File: config.mk
export PLATFORM = sky130hd
export DESIGN_NAME = led_sequence_ctrl
export DESIGN_NICKNAME = d
export VERILOG_FILES = /design/src/rtl/led_sequence_ctrl.sv
export SDC_FILE = /design/constraint.sdc
export NUM_CORES = 1
export LEC_CHECK = 0
export ABC_AREA = 1
export ABC_CLOCK_PERIOD_IN_PS = 5100
export CAP_MARGIN = 25
export CORE_ASPECT_RATIO = 1.75
export CORE_MARGIN = 1
export CORE_UTILIZATION = 38
export DETAILED_ROUTE_END_ITERATION = 7
export GPL_TIMING_DRIVEN = 1
export PLACE_DENSITY = 0.58
export SYNTH_ARGS = -nofsm -noshare
export SYNTH_HDL_FRONTEND = slang
export SYNTH_SLANG_ARGS = --single-unit
File: constraint.sdc
create_clock -name clk -period 5.1 [get_ports clk]
set_input_delay 1.02 -clock clk [delete_from_list [all_inputs] [get_ports clk]]
set_output_delay 1.02 -clock clk [all_outputs]
set_load 0.02 [all_outputs]
File: src/rtl/led_sequence_ctrl.sv
// LED up/down counting sequencer: prescaled step tick, 0..15 up phase, slower down phase.
// Optional SEQ_PAUSE_EN build adds a pause input that freezes the running sequence.
module led_sequence_ctrl #(
    parameter int unsigned TICK_DIV = 1500000,
    parameter int unsigned DOWN_DIV = 4,
    parameter int unsigned LOOPS    = 1
) (
    input  logic       clk,
    input  logic       rst_btn,
    input  logic       go,
    input  logic       stop,
    input  logic       pause,
    output logic [3:0] led,
    output logic       busy,
    output logic       done
);

    localparam int unsigned PW = $clog2(TICK_DIV);
    localparam int unsigned SW = $clog2(DOWN_DIV + 1);
    localparam int unsigned LW = (LOOPS > 1) ? $clog2(LOOPS) : 1;
    localparam logic [PW-1:0] PresMax  = PW'(TICK_DIV - 1);
    localparam logic [SW-1:0] StepLast = SW'(DOWN_DIV - 1);
    localparam logic [LW-1:0] LoopLast = LW'((LOOPS == 0) ? 0 : LOOPS - 1);

    typedef enum logic [1:0] {StIdle, StUp, StDown} state_e;

    state_e        state_q, state_d;
    logic [PW-1:0] presc_q, presc_d;
    logic [SW-1:0] step_q, step_d;
    logic [LW-1:0] loop_q, loop_d;
    logic [3:0]    led_q, led_d;
    logic          busy_q, busy_d;
    logic          done_q, done_d;
    logic          tick;
    logic          hold;

`ifdef SEQ_PAUSE_EN
    assign hold = pause && (state_q != StIdle);
`else
    logic unused_pause;
    assign unused_pause = pause;
    assign hold = 1'b0;
`endif

    assign tick = (presc_q == PresMax);

    always_comb begin
        state_d = state_q;
        presc_d = presc_q;
        step_d  = step_q;
        loop_d  = loop_q;
        led_d   = led_q;
        busy_d  = busy_q;
        done_d  = 1'b0;
        if (stop) begin
            state_d = StIdle;
            presc_d = '0;
            step_d  = '0;
            led_d   = 4'd0;
            busy_d  = 1'b0;
        end else if (!hold) begin
            unique case (state_q)
                StIdle: begin
                    if (go) begin
                        state_d = StUp;
                        presc_d = '0;
                        loop_d  = '0;
                        led_d   = 4'd0;
                        busy_d  = 1'b1;
                    end
                end
                StUp: begin
                    presc_d = tick ? '0 : presc_q + 1'b1;
                    if (tick) begin
                        if (led_q != 4'd15) begin
                            led_d = led_q + 4'd1;
                        end else begin
                            state_d = StDown;
                            step_d  = '0;
                        end
                    end
                end
                StDown: begin
                    presc_d = tick ? '0 : presc_q + 1'b1;
                    if (tick) begin
                        if (step_q == StepLast) begin
                            step_d = '0;
                            if (led_q != 4'd0) begin
                                led_d = led_q - 4'd1;
                            end else if ((LOOPS != 0) && (loop_q == LoopLast)) begin
                                state_d = StIdle;
                                busy_d  = 1'b0;
                                done_d  = 1'b1;
                            end else begin
                                // Free-running mode only needs the counter to stop wrapping.
                                loop_d  = (loop_q == '1) ? loop_q : loop_q + 1'b1;
                                state_d = StUp;
                            end
                        end else begin
                            step_d = step_q + 1'b1;
                        end
                    end
                end
                default: state_d = StIdle;
            endcase
        end
    end

    always_ff @(posedge clk or negedge rst_btn) begin
        if (!rst_btn) begin
            state_q <= StIdle;
            presc_q <= '0;
            step_q  <= '0;
            loop_q  <= '0;
            led_q   <= 4'd0;
            busy_q  <= 1'b0;
            done_q  <= 1'b0;
        end else begin
            state_q <= state_d;
            presc_q <= presc_d;
            step_q  <= step_d;
            loop_q  <= loop_d;
            led_q   <= led_d;
            busy_q  <= busy_d;
            done_q  <= done_d;
        end
    end

    assign led  = led_q;
    assign busy = busy_q;
    assign done = done_q;

endmodule

# ---- After elaboration in Yosys (flattened, before gate mapping)
# Cells that the tools add are included.
# W data, S select, Z words.
dict set report classes {
  add_sub_neg 4
  eq_ne 18
  n_bitwise 1
  mux 46
  reduce_logical 14
}
# op count
set ops {}
lappend ops {{$mux W21} 3}
lappend ops {{$pmux W21 S2} 1}
lappend ops {{$mux W4} 7}
lappend ops {{$ne A3 B3 Y1 const B} 9}
lappend ops {{$add A21 B1 Y21 const B} 1}
lappend ops {{$eq A21 B21 Y1 const B} 1}
lappend ops {{$mux W1} 18}
lappend ops {{$reduce_and A6 Y1} 3}
lappend ops {{$mux W3} 5}
lappend ops {{$mux W2} 7}
lappend ops {{$pmux W4 S3} 1}
lappend ops {{$reduce_bool A3 Y1} 3}
lappend ops {{$ne A2 B2 Y1 const B} 4}
lappend ops {{$reduce_bool A4 Y1} 2}
lappend ops {{$reduce_and A7 Y1} 1}
lappend ops {{$pmux W2 S3} 1}
lappend ops {{$pmux W3 S2} 1}
lappend ops {{$add A4 B1 Y4 const B} 1}
lappend ops {{$ne A4 B4 Y1 const B} 1}
lappend ops {{$pmux W1 S2} 2}
lappend ops {{$reduce_and A4 Y1} 1}
lappend ops {{$sub A4 B1 Y4 const B} 1}
lappend ops {{$add A3 B1 Y3 const B} 1}
lappend ops {{$eq A3 B2 Y1 const B} 1}
lappend ops {{other kinds (7)} 7}
dict set report totals {
  inputBits 5
  output_inout_bits 6
  reg_bits 33
  wordCells 90
}

# ---- Longest topological paths before layout
dict set report logic_depth {
  ltp_word 6
  depth_mapped 13
  ltp_nobuf 12
}

# ---- Least setup slack after synthesis
# No wires, ideal clock.
dict set report synth_path {
  path_kind {input port to flip-flop}
  startpoint {input port stop}
  endpoint {register led_q[0] (netlist: led[0])}
  slack_ns 3.238
  setup_time_ns 0.118
  arrival_time_ns 1.744
  cell_stages 9
  path_cell_list {inv_2 > nand2_4 > inv_4 > o21ai_2 > nand2_2 > nor3_4 > nand2_2 > nand2_1 > nand2_1}
}
dict set report synth_between {
  elab_chain_cells 2
  elab_cells_between_ends 9
  classes_between {eq/ne: 6; mux: 1; reduce/logical: 2}
}
# element line_no
set synth_rtl {}
lappend synth_rtl {{start: declaration} 11} ;# input logic stop,
lappend synth_rtl {{$ne A3 B3 Y1 (no line) or $reduce_bool A4 Y1 (tied branches)} -}
lappend synth_rtl {{$reduce_and A7 Y1 (no line)} -}
lappend synth_rtl {{end signal: assignment} 123} ;# led_q <= led_d;
lappend synth_rtl {{end: declaration} 31} ;# logic [3:0] led_q, led_d;
# Several ways; a longest one is shown, not always the timed one.
# A chain may end at the register's enable or synchronous reset.

# ---- Final worst setup path
dict set report layout_path {
  startpoint {register led_q[0] (netlist: led[0])}
  endpoint {output port led[0]}
}
# element line_no
set layout_rtl {}
lappend layout_rtl {{end: declaration} 13} ;# output logic [3:0] led,
# No word-level cell between the ends.

==> metrics <==
Worst path slowest cell clkdlybuf4s50_1; Remaining Overflow, GRT 0; worst slew pin tran 0.503 ns; Fillers 585; H-tree lvl count 2; CP Max Fanout 7; Crit. End Element primary output; Worst IR Drop VDD 300 uV; R2R Setup Slk 3.19 ns; initial DRC count 103; Critical Path Start led[0]; WP data required 4.08 ns; FP Rows 35; setup bufs post-CTS 0; xor and xnor area share after synthesis 1.22%; post-synthesis sequential element count 32; Clk Latency, worst-skew pair 0.29 ns; Hold Fails Final Rpt 0; first-pass GRT wire length 8320 um; Post-synth EDFFs 0; final WL 4910 um; crit-path cells clkdlybuf4s50_1; ys flop type dfrtp_1; core area 5340 um^2; kind of cell adding the most delay to the critical path buffers and inverters; Hold Path Depth 2; layout cell share with drive strength beyond 1 a little under an eighth; CTS tree yes; largest family of logic cells by synthesized area simple AND/OR/NAND/NOR gates; Mean Syn Cell Area 7.20 um^2; area growth from synthesis to layout 11.4%; vias in the first global route 1870; Final Max Slew Viols 0; RSZ-0062 raised after global routing false; Clock Path Buffers 2; Synth Area in Compound Gates 7.41%; worst setup path end led[0]; post-synth net total between 300 and 400; Clock Skew 0.00959 ns; initial antenna violation count 0; sequential area share after synthesis 37.3%; r2r worst-path depth 11; clock sink count 32; RePlAce Congestion about 0.87; FFs w/ async S/R, synth 100%; CTS root buf clkbuf_8; WP buf/inv 1; largest cells by area after synthesis dfrtp_1 37%, nand2_1 13%, nor2_1 7.5%; CP max stage delay around 0.66 ns; Fmax 405 MHz; Final WS setup 2.63 ns; vias 1916; die area between 5000 and 6000 um^2; Crit path depth 1; Tcrit/Tclk final 48.4%; top cell type's share of synthesized area around 37%; CP arrival between 1 and 1.5 ns; final core area utilization 44.8%; Die Height 101 um; drt pass-1 iters 4; Hold Path Origin step_q[1]; Post-Synth Simple-Gate Area between 30% and 40%; mux contribution to synthesized area 0%; reg-to-reg startpoint state_q[0]; leakage 1.13 nW; Netlist cell types 34; Die W a little under 60 um; DRC errors left 0; CTS Buf Count 5; DR WL/cell 12.7 um; PD cells 372 nW/um^2; crit path kind flip-flop to primary output; Layout Nets 327; RR Endpoint presc_q[16]; dpl hpwl 3780 um; initial core utilization 40.2%; startpoint class of the critical path flip-flop; Worst-path clk slew 0.07 ns; adder-cell share of the synthesized area 5.60%; biggest area consumer among synthesized cells dfrtp_1; min cycle time layout roughly 2.5 ns; DP Worst Slack 2.34 ns; Synth Instances a little under 300; CTS Hold Bufs 0; Final ANT Viol Nets 0; antenna cells 0; status finished clean; largest net degree at the start of global routing 33; hold crit path type flip-flop to flip-flop; Synthesis Warnings 0; Setup TNS 0 ns; synthesized cell area 2150 um^2; Finish-stage setup viols 0; Worst slew margin 66.1%; Top Ports 11; DR vias/cell between 4 and 5; Global Route Usage Sum 18.6%; number of max-cap violations 0; hold slack between 0.5 and 0.6 ns; cts repair resizes 0; input/output buffers 9
[registers in the layout (all words and copies together), names as in the netlist]
register  flops
led           4
presc_q      21
done          1
busy          1
state_q       2
step_q        3
[kinds of logic (layout without fill, tap and decap cells)]
kind of cell,after synthesis,count (layout)
adder cells (fa/ha/maj),9,9
AND/OR/NAND/NOR,180,180
flip-flops,32,32
AO/OA/AOI/OAI,26,26
XOR/XNOR,3,3
buffers and inverters,48,63
[synth_stat cells, types with 2 or more instances]
cell and number:
nand2_4 2, o21ai_0 5, nand3_2 2, dfrtp_1 32, ha_1 8, o21ai_2 3
buf_6 2, nand2_2 6, nor2_2 3, a21oi_1 11, nor4_1 2, or2_0 2
o21ai_1 4, nand3_1 21, nand2_1 77, nand4_1 9, nor3_1 6, inv_1 39
inv_2 6, xnor2_1 2, nor2_1 43
[cells in the final DEF (no fill, tap or decap), types with 2 or more instances in the layout]
cell / netlist / final
dfrtp_1: 32 / 32
nor2_2: 3 / 3
o21ai_2: 3 / 3
or2_0: 2 / 2
clkbuf_8: 0 / 5
inv_1: 39 / 39
nand3_1: 21 / 21
nand4_1: 9 / 9
a21oi_1: 11 / 11
inv_2: 6 / 6
nor3_1: 6 / 6
nand2_4: 2 / 2
nand3_2: 2 / 2
nand2_2: 6 / 6
xnor2_1: 2 / 2
clkdlybuf4s50_1: 0 / 9
o21ai_1: 4 / 4
nor2_1: 43 / 43
nor4_1: 2 / 2
ha_1: 8 / 8
o21ai_0: 5 / 5
nand2_1: 77 / 77
[power by group]
part / internal, W / total, W / switching [W]
clock network: 0.0000928 / 0.000188 / 0.0000949
logic: 0.000134 / 0.000395 / 0.000261
registers: 0.000280 / 0.000308 / 0.0000279
[metal layers]
layer	global-route usage, %	share of wire [%]	vias up
li1	-	-	969
met1	18.9	38	890
met2	35.1	54	41
met3	2.81	3.1	16
met4	10.3	4.3	0
met5	0	0	-
[layout make-up]
class                      instances  area, um^2  share of cell area [%]
clock buffer                       6        72.6                    3.04
timing repair buffer              10        97.6                    4.08
sequential                        32         801                    33.5
inverter                          46         175                    7.33
multi-input combinational        218        1150                    48.0
tap                               74        92.6                    3.87
clock inverter                     1        5.00                   0.209
[through the flow]
step	cells	power (W)	cell area [um^2]
floorplan	298	0.000619	2150
global placement	380	0.000703	2310
global route	387	0.000961	2390
finish	387	0.000890	2390
detailed placement	380	0.000712	2310
CTS	387	0.000902	2390
[how the worst min path moves through the flow]
stage / to
2_1_floorplan: step_q[1]
3_3_place_gp: step_q[1]
3_5_place_dp: step_q[1]
4_1_cts: step_q[1]
5_1_grt: state_q[0]
6_report: step_q[1]
No activity file was read; power rests on OpenSTA's default activity.
